## src/rtl/dpll_pkg.sv

```systemverilog
// dpll_pkg: shared state encoding and default gain constants for the DPLL loop gain scheduler.
// Rev 1.0
`default_nettype none

package dpll_pkg;

   typedef enum logic [1:0] {
      ST_IDLE  = 2'd0,
      ST_FLUSH = 2'd1,
      ST_ACQ   = 2'd2,
      ST_TRACK = 2'd3
   } state_t;

   localparam int DEF_MULT_W   = 8;
   localparam int DEF_ACQ_GAIN = 64;
   localparam int DEF_TRK_GAIN = 8;

   // States in which the phase-detector stream is being watched and the filter is running.
   function automatic logic obs_state(state_t s);
      return (s == ST_ACQ) || (s == ST_TRACK);
   endfunction

endpackage

`default_nettype wire

```

## src/rtl/toggle_window_counter.sv

```systemverilog
// toggle_window_counter: counts phase-detector toggles over fixed-length observation windows.
// Rev 1.0
`default_nettype none

module toggle_window_counter #(
   parameter int WIN_LEN = 64,
   parameter int CNT_MAX = 16,
   parameter int TOG_W   = $clog2(CNT_MAX + 1)
) (
   input  logic             clk,
   input  logic             rst,
   input  logic             run,
   input  logic             clear,
   input  logic             pd_in,
   output logic             win_end,
   output logic [TOG_W-1:0] win_tog
);

   localparam int WIN_W = $clog2(WIN_LEN);

   logic             r_pd_d;
   logic [WIN_W-1:0] r_win_cnt;
   logic [TOG_W-1:0] r_tog_cnt;
   logic             w_toggle;

   assign w_toggle = pd_in ^ r_pd_d;
   assign win_end  = run && (r_win_cnt == WIN_W'(WIN_LEN - 1));

   // Includes the current cycle's toggle so a window end sees the complete count.
   always_comb begin
      win_tog = r_tog_cnt;
      if (run && w_toggle && (r_tog_cnt != TOG_W'(CNT_MAX))) begin
         win_tog = r_tog_cnt + TOG_W'(1);
      end
   end

   always_ff @(posedge clk or posedge rst) begin
      if (rst) begin
         r_pd_d    <= 1'b0;
         r_win_cnt <= '0;
         r_tog_cnt <= '0;
      end else begin
         r_pd_d <= pd_in;
         if (clear || win_end) begin
            r_win_cnt <= '0;
            r_tog_cnt <= '0;
         end else if (run) begin
            r_win_cnt <= r_win_cnt + WIN_W'(1);
            r_tog_cnt <= win_tog;
         end
      end
   end

endmodule

`default_nettype wire

```

## src/rtl/loop_gain_scheduler.sv

```systemverilog
// loop_gain_scheduler: acquisition/tracking gain sequencer driving the DPLL FIR loop filter.
// Rev 1.0
`default_nettype none

module loop_gain_scheduler
   import dpll_pkg::*;
#(
   parameter int MULT_W     = DEF_MULT_W,
   parameter int ACQ_GAIN   = DEF_ACQ_GAIN,
   parameter int TRK_GAIN   = DEF_TRK_GAIN,
   parameter int WIN_LEN    = 64,
   parameter int FLUSH_CYC  = 16,
   parameter int LOCK_THR   = 4,
   parameter int LOCK_WINS  = 4,
   parameter int UNLOCK_THR = 16
) (
   input  logic              clk,
   input  logic              rst,
   input  logic              en,
   input  logic              freeze,
   input  logic              pd_in,
   output logic [MULT_W-1:0] multiplier,
   output logic              fir_rst_n,
   output logic              locked,
   output logic              gain_upd,
   output logic [1:0]        state
);

   localparam int TOG_W = $clog2(UNLOCK_THR + 1);
   localparam int FL_W  = $clog2(FLUSH_CYC + 1);
   localparam int QT_W  = $clog2(LOCK_WINS + 1);

   localparam logic [MULT_W-1:0] c_acq_word = MULT_W'(ACQ_GAIN);
   localparam logic [MULT_W-1:0] c_trk_word = MULT_W'(TRK_GAIN);

   state_t           r_state;
   state_t           w_next;
   logic [FL_W-1:0]  r_flush_cnt;
   logic [QT_W-1:0]  r_quiet_cnt;
   logic [QT_W-1:0]  w_quiet_next;
   logic             w_run;
   logic             w_clear;
   logic             w_win_end;
   logic [TOG_W-1:0] w_win_tog;

   function automatic logic [MULT_W-1:0] gain_of(state_t s);
      case (s)
         ST_FLUSH, ST_ACQ: gain_of = c_acq_word;
         ST_TRACK:         gain_of = c_trk_word;
         default:          gain_of = '0;
      endcase
   endfunction

   assign w_run   = obs_state(r_state) && !freeze;
   assign w_clear = (w_next != r_state);

   toggle_window_counter #(
      .WIN_LEN (WIN_LEN),
      .CNT_MAX (UNLOCK_THR),
      .TOG_W   (TOG_W)
   ) u_twc (
      .clk     (clk),
      .rst     (rst),
      .run     (w_run),
      .clear   (w_clear),
      .pd_in   (pd_in),
      .win_end (w_win_end),
      .win_tog (w_win_tog)
   );

   // Disable wins over everything, including a coincident window end.
   always_comb begin
      w_next       = r_state;
      w_quiet_next = r_quiet_cnt;
      if (!en) begin
         w_next       = ST_IDLE;
         w_quiet_next = '0;
      end else begin
         case (r_state)
            ST_IDLE: begin
               w_next = ST_FLUSH;
            end
            ST_FLUSH: begin
               if (r_flush_cnt == FL_W'(FLUSH_CYC - 1)) begin
                  w_next = ST_ACQ;
               end
            end
            ST_ACQ: begin
               if (w_win_end) begin
                  if (w_win_tog <= TOG_W'(LOCK_THR)) begin
                     if (r_quiet_cnt == QT_W'(LOCK_WINS - 1)) begin
                        w_next       = ST_TRACK;
                        w_quiet_next = '0;
                     end else begin
                        w_quiet_next = r_quiet_cnt + QT_W'(1);
                     end
                  end else begin
                     w_quiet_next = '0;
                  end
               end
            end
            ST_TRACK: begin
               if (w_win_end && (w_win_tog >= TOG_W'(UNLOCK_THR))) begin
                  w_next = ST_ACQ;
               end
            end
            default: begin
               w_next = ST_IDLE;
            end
         endcase
      end
   end

   // Outputs are decoded from the next state so they move on the same edge as the state.
   always_ff @(posedge clk or posedge rst) begin
      if (rst) begin
         r_state     <= ST_IDLE;
         r_flush_cnt <= '0;
         r_quiet_cnt <= '0;
         multiplier  <= '0;
         fir_rst_n   <= 1'b0;
         locked      <= 1'b0;
         gain_upd    <= 1'b0;
      end else begin
         r_state     <= w_next;
         r_quiet_cnt <= w_quiet_next;
         if ((r_state == ST_FLUSH) && (w_next == ST_FLUSH)) begin
            r_flush_cnt <= r_flush_cnt + FL_W'(1);
         end else begin
            r_flush_cnt <= '0;
         end
         multiplier <= gain_of(w_next);
         fir_rst_n  <= obs_state(w_next);
         locked     <= (w_next == ST_TRACK);
         gain_upd   <= (gain_of(w_next) != multiplier) && (gain_of(w_next) != '0);
      end
   end

   assign state = r_state;

endmodule

`default_nettype wire

```

## config.mk

```make
export PLATFORM = sky130hd
export DESIGN_NAME = loop_gain_scheduler
export DESIGN_NICKNAME = d
export VERILOG_FILES = /design/src/rtl/dpll_pkg.sv /design/src/rtl/toggle_window_counter.sv /design/src/rtl/loop_gain_scheduler.sv
export SDC_FILE = /design/constraint.sdc
export NUM_CORES = 1
export LEC_CHECK = 0
export CAP_MARGIN = 20
export CORE_MARGIN = 4
export CORE_UTILIZATION = 50
export DETAILED_ROUTE_END_ITERATION = 6
export PLACE_DENSITY_LB_ADDON = 0.25
export REMOVE_ABC_BUFFERS = 1
export SKIP_CTS_REPAIR_TIMING = 1
export SYNTH_ARGS = -nofsm -noshare
export SYNTH_HDL_FRONTEND = slang
export SYNTH_SLANG_ARGS = --single-unit
```

## constraint.sdc

```tcl
create_clock -name clk -period 2.3 [get_ports clk]
set_input_delay 0.345 -clock clk [delete_from_list [all_inputs] [get_ports clk]]
set_output_delay 0.345 -clock clk [all_outputs]
set_load 0.005 [all_outputs]
```

Yosys cells after proc, flatten, opt, wreduce, memory -nomap -nowiden
Index checks and enable logic that the tools add are counted.
{"block": "word_totals", "ff_bits": 33, "inputBits": 5, "output_inout_bits": 13}
{"block": "classes", "addsub": 4, "magnitude_cmp": 2, "eq_ne": 14, "mux": 19, "bitwise": 1, "reduce_logical": 16}
{"operator": "$mux 5", "count": 4}
{"operator": "$mux 3", "count": 5}
{"operator": "$pmux 7 s2", "count": 1}
{"operator": "$mux 2", "count": 6}
{"operator": "$mux 6", "count": 2}
{"operator": "$add 5x1->5 const B", "count": 2}
{"operator": "$eq 2x2->1 const B", "count": 4}
{"operator": "$ne 8x8->1", "count": 1}
{"operator": "$pmux 2 s4", "count": 1}
{"operator": "$reduce_bool 8->1", "count": 1}
{"operator": "$logic_and 1x1->1", "count": 7}
{"operator": "$add 6x1->6 const B", "count": 1}
{"operator": "$eq 6x6->1 const B", "count": 1}
{"operator": "$eq 5x4->1 const B", "count": 1}
{"operator": "$ge 5x5->1 const B", "count": 1}
{"operator": "$le 5x3->1 const B", "count": 1}
{"operator": "$ne 5x5->1 const B", "count": 1}
{"operator": "$eq 2x1->1 const B", "count": 2}
{"operator": "$ne 2x1->1 const B", "count": 2}
{"operator": "$add 3x1->3 const B", "count": 1}
{"operator": "$eq 3x2->1 const B", "count": 1}
{"operator": "$logic_or 1x1->1", "count": 3}
{"operator": "$logic_not 2->1", "count": 1}
{"operator": "$ne 2x2->1", "count": 1}
{"operator": "5 further kinds", "count": 5}

Depth between registers and ports, before layout
Gate-level depths: netlist of the first run.
{"block": "depth", "ltp_word": 16, "mapped_depth": 10, "depth_no_buf": 10}

By module
From an unflattened synthesis of the first run, not the netlist that was laid out.
{"block": "hier_totals", "hier_cells": 136, "hier_area_um2": 1402.6}
{"module": "loop_gain_scheduler", "instances": 1, "cells_each": 71, "area_each_um2": 749.5, "seq_area_each_um2": 350.3}
{"module": "toggle_window_counter", "instances": 1, "cells_each": 65, "area_each_um2": 653.1, "seq_area_each_um2": 300.3}

Least setup slack after synthesis of the first run
OpenSTA, ideal clock, no wires.
{"block": "synth_path", "kind": "flip-flop to flip-flop", "startpoint": "register u_twc.r_tog_cnt[0]", "endpoint": "register gain_upd", "arrival_ns": 2.048, "t_required_ns": 2.175, "slack_ns": 0.127, "path_stages_with_launch": 11, "path_buffers": 0, "cell_sequence": "dfrtp_1 -> inv_1 -> ha_1 -> nor2b_1 -> nor4b_2 -> o21ai_2 -> o2111ai_4 -> o21a_1 -> ha_1 -> xnor2_1 -> a21oi_1"}
{"block": "synth_via", "elab_chain_cells": 13}
{"element": "from (decl)", "line_no": "toggle_window_counter.sv:23", "source": "logic [TOG_W-1:0] r_tog_cnt;"}
{"element": "from (signal assigned)", "line_no": "toggle_window_counter.sv:49", "source": "r_tog_cnt <= win_tog;"}
{"element": "parallel branches: the longest is 2 deep, another holds $add 5x1->5"}
{"element": "$mux 5 *", "line_no": "toggle_window_counter.sv:32", "source": "if (run && w_toggle && (r_tog_cnt != TOG_W'(CNT_MAX))) begin"}
{"element": "$le 5x3->1 or $ge 5x5->1 (tied branches)", "line_no": "loop_gain_scheduler.sv:90, loop_gain_scheduler.sv:103"}
{"element": "$mux 2 or $logic_and 1x1->1 (tied branches)", "line_no": "loop_gain_scheduler.sv:90, loop_gain_scheduler.sv:103"}
{"element": "$mux 2 (on tied branches)", "line_no": "loop_gain_scheduler.sv:89, loop_gain_scheduler.sv:103"}
{"element": "$pmux 2 s4 *", "line_no": "loop_gain_scheduler.sv:79", "source": "case (r_state)"}
{"element": "$mux 2 *", "line_no": "loop_gain_scheduler.sv:75", "source": "if (!en) begin"}
{"element": "$eq 2x1->1 or $eq 2x2->1 (tied branches)", "line_no": "loop_gain_scheduler.sv:47", "source": "case (s)"}
{"element": "$reduce_or 2->1", "line_no": "loop_gain_scheduler.sv:47"}
{"element": "$pmux 7 s2 *", "line_no": "loop_gain_scheduler.sv:47"}
{"element": "$ne 8x8->1 or $reduce_bool 8->1 (tied branches)", "line_no": "loop_gain_scheduler.sv:135", "source": "gain_upd <= (gain_of(w_next) != multiplier) && (gain_of(w_next) != '0);"}
{"element": "$logic_and 1x1->1 *", "line_no": "loop_gain_scheduler.sv:135"}
{"element": "to (signal assigned)", "line_no": "loop_gain_scheduler.sv:135"}
{"element": "to (decl)", "line_no": "loop_gain_scheduler.sv:25", "source": "output logic gain_upd,"}
Every way passes the cells marked *.
A chain may end at the register's enable or synchronous reset.

Worst setup path after layout of the first run
{"block": "layout_path", "startpoint": "register r_flush_cnt[0]", "endpoint": "register gain_upd"}
{"block": "layout_via", "elab_chain_cells": 9}
{"element": "from (decl)", "line_no": "loop_gain_scheduler.sv:38", "source": "logic [FL_W-1:0] r_flush_cnt;"}
{"element": "from (signal assigned)", "line_no": "loop_gain_scheduler.sv:128", "source": "r_flush_cnt <= r_flush_cnt + FL_W'(1);"}
{"element": "$eq 5x4->1 *", "line_no": "loop_gain_scheduler.sv:84", "source": "if (r_flush_cnt == FL_W'(FLUSH_CYC - 1)) begin"}
{"element": "$mux 2 *", "line_no": "loop_gain_scheduler.sv:84"}
{"element": "$pmux 2 s4 *", "line_no": "loop_gain_scheduler.sv:79"}
{"element": "$mux 2 *", "line_no": "loop_gain_scheduler.sv:75"}
{"element": "$eq 2x1->1 or $eq 2x2->1 (tied branches)", "line_no": "loop_gain_scheduler.sv:47"}
{"element": "$reduce_or 2->1", "line_no": "loop_gain_scheduler.sv:47"}
{"element": "$pmux 7 s2 *", "line_no": "loop_gain_scheduler.sv:47"}
{"element": "$ne 8x8->1 or $reduce_bool 8->1 (tied branches)", "line_no": "loop_gain_scheduler.sv:135"}
{"element": "$logic_and 1x1->1 *", "line_no": "loop_gain_scheduler.sv:135"}
Every way passes the cells marked *; elsewhere a longest branch is shown, timed or not.

==> impl_metrics.prom, run 1 <==
# TYPE chip_impl_metric gauge
chip_impl_metric{name="final.setup_skew",unit="ns"} 0.00365
chip_impl_metric{name="clock_latency",unit="ns"} 0.31
chip_impl_metric{name="crit_path_max_incr_delay",unit="ns"} 0.41
chip_impl_info{name="worstSetupStartpointType",value="flip-flop"} 1
chip_impl_metric{name="critical_path_fanout_max",unit=""} 3
chip_impl_metric{name="global_route.overflow_total",unit=""} 0
chip_impl_info{name="layer_carrying_the_most_global_route_usage",value="met2"} 1
chip_impl_metric{name="wl",unit="mm"} 2.71
chip_impl_metric{name="setup.reg_to_reg.worst_slack",unit="ns"} 0.1
chip_impl_metric{name="reg2reg_depth",unit=""} 10
chip_impl_metric{name="number_of_cells_on_the_critical_path",unit=""} 10
chip_impl_metric{name="fmax",unit="MHz"} 454
chip_impl_metric{name="clock-sinks",unit=""} 26
chip_impl_info{name="synth.top_cells.by_area",value="sky130_fd_sc_hd__dfrtp_1 (41%), sky130_fd_sc_hd__ha_1 (7.9%), sky130_fd_sc_hd__xnor2_1 (3.9%)"} 1
chip_impl_metric{name="remaining_number_of_nets_flagged_by_the_antenna_check_after_routing",unit=""} 0
chip_impl_metric{name="syn_to_final_growth",unit="%"} 17.5
chip_impl_metric{name="core_area",unit="mm^2"} 0.00303
chip_impl_metric{name="buffer_depth_of_the_longest_clock_path",unit=""} 2
chip_impl_metric{name="leakage",unit="nW"} 0.829
chip_impl_metric{name="placement_rows",unit=""} 20
chip_impl_metric{name="worst-endpoint-required",unit="ns"} 2.51
chip_impl_info{name="critical_path.endpoint_type",value="flip-flop"} 1
chip_impl_metric{name="synth.distinct_cells",unit=""} 46
chip_impl_metric{name="non_filler_instances",unit=""} 216
chip_impl_metric{name="maxSlewViolCount",unit=""} 0
chip_impl_metric{name="grt_first_pass_wirelength",unit="mm"} 4.49
chip_impl_info{name="crit-reg2reg-capture",value="gain_upd"} 1
chip_impl_metric{name="synth_top_area_share",unit="%"} 41.3
chip_impl_metric{name="grt_util_met1",unit="%"} 16.2
chip_impl_metric{name="critical_path_buf_inv_count",unit=""} 0
chip_impl_metric{name="report.final.hold_viol_count",unit=""} 0
chip_impl_metric{name="portBuffers",unit=""} 11
chip_impl_metric{name="yosys_register_bits",unit=""} 26
chip_impl_metric{name="io_pins",unit=""} 18
chip_impl_metric{name="finalWeightedCongestion",unit=""} 0.752
chip_impl_metric{name="drtPass1Iterations",unit=""} 4
chip_impl_metric{name="final_cell_area",unit="mm^2"} 0.00185
chip_impl_metric{name="dpl-instance-area",unit="mm^2"} 0.00174
chip_impl_metric{name="initial_utilization",unit="%"} 52.1
chip_impl_metric{name="h-tree-depth",unit=""} 1
chip_impl_metric{name="timing.critical_path.arrival",unit="ns"} 2.42
chip_impl_metric{name="cap_violations",unit=""} 0
chip_impl_info{name="hold_path_class",value="in2async"} 1
chip_impl_metric{name="setup_tns",unit="ns"} 0
chip_impl_metric{name="cts_made_buffers",unit=""} 3
chip_impl_metric{name="vdd_drop_max",unit="V"} 0.000315
chip_impl_metric{name="initialDrtViolationCount",unit=""} 21
chip_impl_metric{name="worst_setup_hold_path_clk_slew",unit="ns"} 0.14
chip_impl_metric{name="die_height",unit="um"} 64.2
chip_impl_info{name="synthFlopType",value="sky130_fd_sc_hd__dfrtp_1"} 1
chip_impl_metric{name="yosysSeqAreaShare",unit="%"} 41.3
chip_impl_metric{name="hold_slack",unit="ns"} 0.366
chip_impl_metric{name="final_cell_utilization_of_the_core",unit="%"} 61.2
chip_impl_metric{name="dr_total_vias",unit=""} 1073
chip_impl_info{name="tritoncts_clock_tree",value="yes"} 1
chip_impl_metric{name="drive_gt1_share",unit="%"} 24.4
chip_impl_metric{name="placed_cell_count",unit=""} 209
chip_impl_metric{name="grt_start_max_net_pins",unit=""} 27
chip_impl_metric{name="report.power.total",unit="uW"} 839
chip_impl_info{name="synth_commonest_cells",value="sky130_fd_sc_hd__dfrtp_1 (26), sky130_fd_sc_hd__nor2_1 (16), sky130_fd_sc_hd__ha_1 (10), sky130_fd_sc_hd__nand2_1 (10)"} 1
chip_impl_metric{name="timing.final.crit_share",unit="%"} 95.8
chip_impl_info{name="most_frequent_cell_on_the_critical_path",value="sky130_fd_sc_hd__ha_1"} 1
chip_impl_info{name="path_cells",value="ha_1, and3_1, ha_1, a21o_1, o21ai_0, o31ai_2, o21a_1, ha_4, xnor2_1, a21oi_1"} 1
chip_impl_metric{name="drt_drc_violations_left",unit=""} 0
chip_impl_info{name="cts_root_buf",value="sky130_fd_sc_hd__clkbuf_4"} 1
chip_impl_info{name="crit_slowest_cell",value="sky130_fd_sc_hd__dfrtp_1"} 1
chip_impl_metric{name="dp_worst_setup_slack",unit="ns"} -0.240
chip_impl_info{name="cpLargestDelayFamily",value="compound AO/OA/AOI/OAI gates"} 1
chip_impl_metric{name="pwr_dens",unit="mW/mm^2"} 453
chip_impl_info{name="outcome",value="finished, final reports clean"} 1
chip_impl_metric{name="edff_count_synth",unit=""} 0
chip_impl_metric{name="final_nets",unit=""} 188
chip_impl_metric{name="grt_pass1_vias",unit=""} 1091
chip_impl_metric{name="grt.total_usage",unit="%"} 13.7
chip_impl_info{name="post-synth-top-count-cell",value="sky130_fd_sc_hd__dfrtp_1"} 1
chip_impl_metric{name="grtUsageMet3",unit="%"} 2.11
chip_impl_metric{name="avgRoutedWirePerCell",unit="um"} 12.6
chip_impl_info{name="source_of_the_worst_register_to_register_timing_path",value="r_flush_cnt[0]"} 1
chip_impl_metric{name="antenna_cells",unit=""} 0
chip_impl_metric{name="final-setup-viol-count",unit=""} 0
chip_impl_metric{name="die_w",unit="um"} 64.2
chip_impl_metric{name="synthesis.instances",unit=""} 151
chip_impl_metric{name="layout.filler_cells",unit=""} 263
chip_impl_metric{name="yosysWarningCount",unit=""} 0
chip_impl_metric{name="postSynthAreaPerCell",unit="um^2"} 10.4
chip_impl_metric{name="synth_area",unit="mm^2"} 0.00158
chip_impl_info{name="critPathKind",value="reg2reg"} 1
chip_impl_metric{name="antenna_found_initial",unit=""} 0
chip_impl_info{name="endpoint",value="gain_upd"} 1
chip_impl_metric{name="gr-usage-met2",unit="%"} 24.4
chip_impl_info{name="netlist.top_cell.by_area",value="sky130_fd_sc_hd__dfrtp_1"} 1
chip_impl_metric{name="async_reset_ff_share",unit="%"} 100
chip_impl_metric{name="finalWorstSetupSlack",unit="ns"} 0.0958
chip_impl_metric{name="hpwl",unit="mm"} 2.03
chip_impl_metric{name="min_period",unit="ns"} 2.20
chip_impl_info{name="timing.critical_path.from",value="r_flush_cnt[0]"} 1
chip_impl_metric{name="dieArea",unit="mm^2"} 0.00412
chip_impl_metric{name="viasPerCell",unit=""} 4.97
==> power breakdown <==
group / internal, mW / switching (mW) / total (mW)
combinational: 0.0277 / 0.0343 / 0.0620
clock: 0.176 / 0.132 / 0.308
sequential: 0.463 / 0.00583 / 0.468
==> flip-flops by register name, indices dropped and copies added, names as in the netlist <==
register / cells
fir_rst_n: 1
gain_upd: 1
locked: 1
multiplier: 1
r_flush_cnt: 5
r_quiet_cnt: 3
state: 2
u_twc.r_pd_d: 1
u_twc.r_tog_cnt: 5
u_twc.r_win_cnt: 6
==> worst min-delay path by stage <==
stage,end,slack [ns],cells after the start
after floorplan,u_twc.r_pd_d,0.38,0
after global routing,u_twc.r_win_cnt[2],0.39,3
final,u_twc.r_win_cnt[5],0.37,3
after detailed placement,r_flush_cnt[0],0.47,1
after global placement,r_flush_cnt[0],0.44,1
after CTS,u_twc.r_win_cnt[2],0.36,3
==> final cells by class <==
cell class / instances / area (um^2) / share of cell area, %
clock buffers: 3 / 22.5 / 1.22
inverters: 8 / 30.0 / 1.62
flip-flops and latches: 26 / 653 / 35.2
repair buffers: 25 / 215 / 11.6
multi-input cells: 109 / 847 / 45.7
well taps: 44 / 55.1 / 2.97
clock inverters: 1 / 30.0 / 1.62
==> layout by cell type, fill, tap and decap left out, drive strengths merged, types with 6 or more instances in the layout <==
| cell type | count |
|---|---|
| conb | 6 |
| ha | 10 |
| inv | 8 |
| nand2 | 10 |
| dfrtp | 26 |
| buf | 14 |
| xnor2 | 8 |
| nor2 | 16 |
| nand3 | 6 |
| o21ai | 8 |
| clkdlybuf4s50 | 11 |
==> worst reg2reg max path: stages, from the launching register on <==
cell                      delay (ns)
sky130_fd_sc_hd__dfrtp_1        0.41
sky130_fd_sc_hd__ha_1           0.20
sky130_fd_sc_hd__and3_1         0.16
sky130_fd_sc_hd__ha_1           0.17
sky130_fd_sc_hd__a21o_1         0.13
sky130_fd_sc_hd__o21ai_0        0.10
sky130_fd_sc_hd__o31ai_2        0.25
sky130_fd_sc_hd__o21a_1         0.24
sky130_fd_sc_hd__ha_4           0.22
sky130_fd_sc_hd__xnor2_1        0.14
sky130_fd_sc_hd__a21oi_1        0.08
==> cells by family after synthesis <==
group	after synthesis	share of synthesized area (%)
other	1	0.238
AO/OA/AOI/OAI	19	9.05
buffers and inverters	21	8.65
flip-flops	26	41.3
XOR/XNOR	13	7.70
AND/OR/NAND/NOR	59	23.6
adder cells (fa/ha/maj)	10	7.94
multiplexers	2	1.59
==> metal layers <==
| layer | wire length [um] | vias to the layer above |
|---|---|---|
| met2 | 1370 | 10 |
| met3 | 65 | 2 |
| met4 | 18 | 0 |
| met5 | 0 | - |
| met1 | 1260 | 522 |
| li1 | - | 539 |
Note: power is estimated with default switching activity, not from simulation.
==> inputs of run 2 (changes only) <==
HOLD_SLACK_MARGIN = 0.15   (was not set)
==> results of run 2 <==
No change in the layout: final DEF, timing and power equal those of run 1.
==> inputs of run 3 (changes only) <==
CAP_MARGIN = not set   (was 20)
SKIP_CTS_REPAIR_TIMING = not set   (was 1)
==> run 3 against run 2 <==
Utilization rose by 1.1 points. Final area rose by 1.8%. Clock skew rose by 0.00092 ns. Power barely moved. Largest cell class unchanged. Register-to-register slack barely moved. Largest power group unchanged. Via count rose by 2.2%. Die area did not move. Count of clock-buffer cells in the layout did not move. Critical endpoint unchanged. Sequential power barely moved.
==> impl_metrics.prom, run 3 (synthesized netlist as in run 1, its figures left out) <==
# TYPE chip_impl_metric gauge
chip_impl_info{name="tritoncts_clock_tree",value="yes"} 1
chip_impl_info{name="critical_path.endpoint_type",value="flip-flop"} 1
chip_impl_metric{name="remaining_number_of_nets_flagged_by_the_antenna_check_after_routing",unit=""} 0
chip_impl_metric{name="pwr_dens",unit="mW/mm^2"} 445
chip_impl_metric{name="final.setup_skew",unit="ns"} 0.00456
chip_impl_info{name="setup_repair_after_global_routing_missed_its_margin",value="yes"} 1
chip_impl_metric{name="worst_setup_hold_path_clk_slew",unit="ns"} 0.14
chip_impl_metric{name="io_pins",unit=""} 18
chip_impl_metric{name="finalWorstSetupSlack",unit="ns"} 0.0949
chip_impl_metric{name="dp_worst_setup_slack",unit="ns"} -0.240
chip_impl_metric{name="drtPass1Iterations",unit=""} 4
chip_impl_metric{name="leakage",unit="nW"} 0.853
chip_impl_info{name="reg_top3",value="u_twc.r_win_cnt x6, r_flush_cnt x5, u_twc.r_tog_cnt x5"} 1
chip_impl_metric{name="largest_register_ff_count",unit=""} 6
chip_impl_metric{name="cts_made_buffers",unit=""} 3
chip_impl_info{name="worstSetupStartpointType",value="flip-flop"} 1
chip_impl_metric{name="min_period",unit="ns"} 2.21
chip_impl_metric{name="drt_drc_violations_left",unit=""} 0
chip_impl_info{name="most-common-layout-cells",value="sky130_fd_sc_hd__dfrtp_1 (26), sky130_fd_sc_hd__buf_4 (18), sky130_fd_sc_hd__nor2_1 (15)"} 1
chip_impl_metric{name="die_w",unit="um"} 64.2
chip_impl_metric{name="timing.final.crit_share",unit="%"} 95.9
chip_impl_metric{name="finalWeightedCongestion",unit=""} 0.752
chip_impl_metric{name="setup_tns",unit="ns"} 0
chip_impl_metric{name="non_filler_instances",unit=""} 220
chip_impl_metric{name="fmax",unit="MHz"} 454
chip_impl_info{name="hold_path_class",value="in2async"} 1
chip_impl_info{name="critPathKind",value="reg2reg"} 1
chip_impl_metric{name="timing.critical_path.arrival",unit="ns"} 2.42
chip_impl_metric{name="report.final.hold_viol_count",unit=""} 0
chip_impl_metric{name="buffer_depth_of_the_longest_clock_path",unit=""} 2
chip_impl_metric{name="cap_violations",unit=""} 0
chip_impl_metric{name="dieArea",unit="mm^2"} 0.00412
chip_impl_info{name="most_common_cell_after_layout_fill_and_taps_aside",value="sky130_fd_sc_hd__dfrtp_1"} 1
chip_impl_metric{name="final_nets",unit=""} 192
chip_impl_info{name="largest_register",value="u_twc.r_win_cnt"} 1
chip_impl_metric{name="grt_first_pass_wirelength",unit="mm"} 4.60
chip_impl_metric{name="holdBufCountCts",unit=""} 0
chip_impl_metric{name="syn_to_final_growth",unit="%"} 19.6
chip_impl_metric{name="antenna_found_initial",unit=""} 0
chip_impl_metric{name="die_height",unit="um"} 64.2
chip_impl_info{name="outcome",value="finished, final reports clean"} 1
chip_impl_metric{name="final-setup-viol-count",unit=""} 0
chip_impl_metric{name="clock-sinks",unit=""} 26
chip_impl_metric{name="global_route.overflow_total",unit=""} 0
chip_impl_metric{name="initialDrtViolationCount",unit=""} 14
chip_impl_info{name="cts_root_buf",value="sky130_fd_sc_hd__clkbuf_4"} 1
chip_impl_metric{name="antenna_cells",unit=""} 0
chip_impl_metric{name="vdd_drop_max",unit="V"} 0.000316
chip_impl_metric{name="hpwl",unit="mm"} 2.03
chip_impl_metric{name="initial_utilization",unit="%"} 52.1
chip_impl_metric{name="core_area",unit="mm^2"} 0.00303
chip_impl_metric{name="h-tree-depth",unit=""} 1
chip_impl_metric{name="grt.total_usage",unit="%"} 14.0
chip_impl_metric{name="layout.filler_cells",unit=""} 259
chip_impl_metric{name="grt_start_max_net_pins",unit=""} 27
chip_impl_metric{name="avgRoutedWirePerCell",unit="um"} 12.6
chip_impl_metric{name="placement_rows",unit=""} 20
chip_impl_metric{name="dr_total_vias",unit=""} 1097
chip_impl_metric{name="clock_latency",unit="ns"} 0.32
chip_impl_metric{name="grt_pass1_vias",unit=""} 1103
chip_impl_metric{name="placed_cell_count",unit=""} 209
chip_impl_metric{name="worst-endpoint-required",unit="ns"} 2.51
chip_impl_metric{name="wl",unit="mm"} 2.78
chip_impl_metric{name="portBuffers",unit=""} 11
chip_impl_metric{name="critical_path_fanout_max",unit=""} 3
chip_impl_metric{name="drive_gt1_share",unit="%"} 25.0
chip_impl_metric{name="viasPerCell",unit=""} 4.99
chip_impl_metric{name="maxSlewViolCount",unit=""} 0
## run 3: metal layers
metal | track usage, % | vias to the layer above | wire (um)
met3 | 2.11 | 2 | 71
li1 | - | 548 | -
met4 | 5.80 | 0 | 18
met1 | 16.6 | 535 | 1290
met5 | 0 | - | 0
met2 | 24.9 | 12 | 1400
## run 3: final timing paths
| path | to | slack [ns] | from | cells past startpoint |
|---|---|---|---|---|
| min in group clk | r_flush_cnt[0] | 0.49 | r_flush_cnt[0] | 1 |
| worst min register to register | r_flush_cnt[0] | 0.49 | r_flush_cnt[0] | 1 |
| worst max-delay path | gain_upd | 0.09 | r_flush_cnt[0] | 10 |
| max in group asynchronous | r_quiet_cnt[0] | 1.69 | rst | 3 |
| worst min-delay path | u_twc.r_win_cnt[5] | 0.37 | rst | 3 |
| worst max register to register | gain_upd | 0.09 | r_flush_cnt[0] | 10 |
## run 3: area by class of cell
class                      count  area (um^2)  share of cell area, %
sequential                    26          651                   34.5
inverter                       8         30.0                   1.59
clock inverter                 1         30.0                   1.59
tap                           44         55.1                   2.92
clock buffer                   3         22.5                   1.19
multi-input combinational    109          852                   45.2
timing repair buffer          29          245                   13.0
## run 3: power breakdown
| group | switching [mW] | leakage (nW) | internal, mW |
|---|---|---|---|
| clock | 0.133 | 0.0279 | 0.176 |
| combinational | 0.0343 | 0.471 | 0.0277 |
| sequential | 0.00585 | 0.354 | 0.463 |
| total | 0.173 | 0.853 | 0.666 |
## run 3: critical path: stages, from the launching register on
cell                      delay [ns]
sky130_fd_sc_hd__dfrtp_1        0.41
sky130_fd_sc_hd__ha_1           0.20
sky130_fd_sc_hd__and3_1         0.16
sky130_fd_sc_hd__ha_1           0.17
sky130_fd_sc_hd__a21o_1         0.13
sky130_fd_sc_hd__o21ai_0        0.10
sky130_fd_sc_hd__o31ai_2        0.25
sky130_fd_sc_hd__o21a_1         0.24
sky130_fd_sc_hd__ha_4           0.22
sky130_fd_sc_hd__xnor2_1        0.14
sky130_fd_sc_hd__a21oi_1        0.08
## run 3: stage by stage
| step | hold WS (ns) | instance area [um^2] | util (%) | total power, mW |
|---|---|---|---|---|
| final | 0.365 | 1890 | 62.3 | 0.839 |
| after global routing | 0.390 | 1890 | 62.3 | 0.878 |
| after CTS | 0.364 | 1810 | 59.7 | 0.849 |
| after detailed placement | 0.469 | 1740 | 57.4 | 0.535 |
| after global placement | 0.444 | 1740 | 57.4 | 0.533 |
| after floorplan | 0.376 | 1490 | - | 0.507 |
## run 3: repair_timing
action | 4_1_cts | 5_1_grt
resized for setup | 1 | 8
pin swaps | 0 | 7
setup buffers | 2 | 5
setup endpoints to repair | 2 | 7
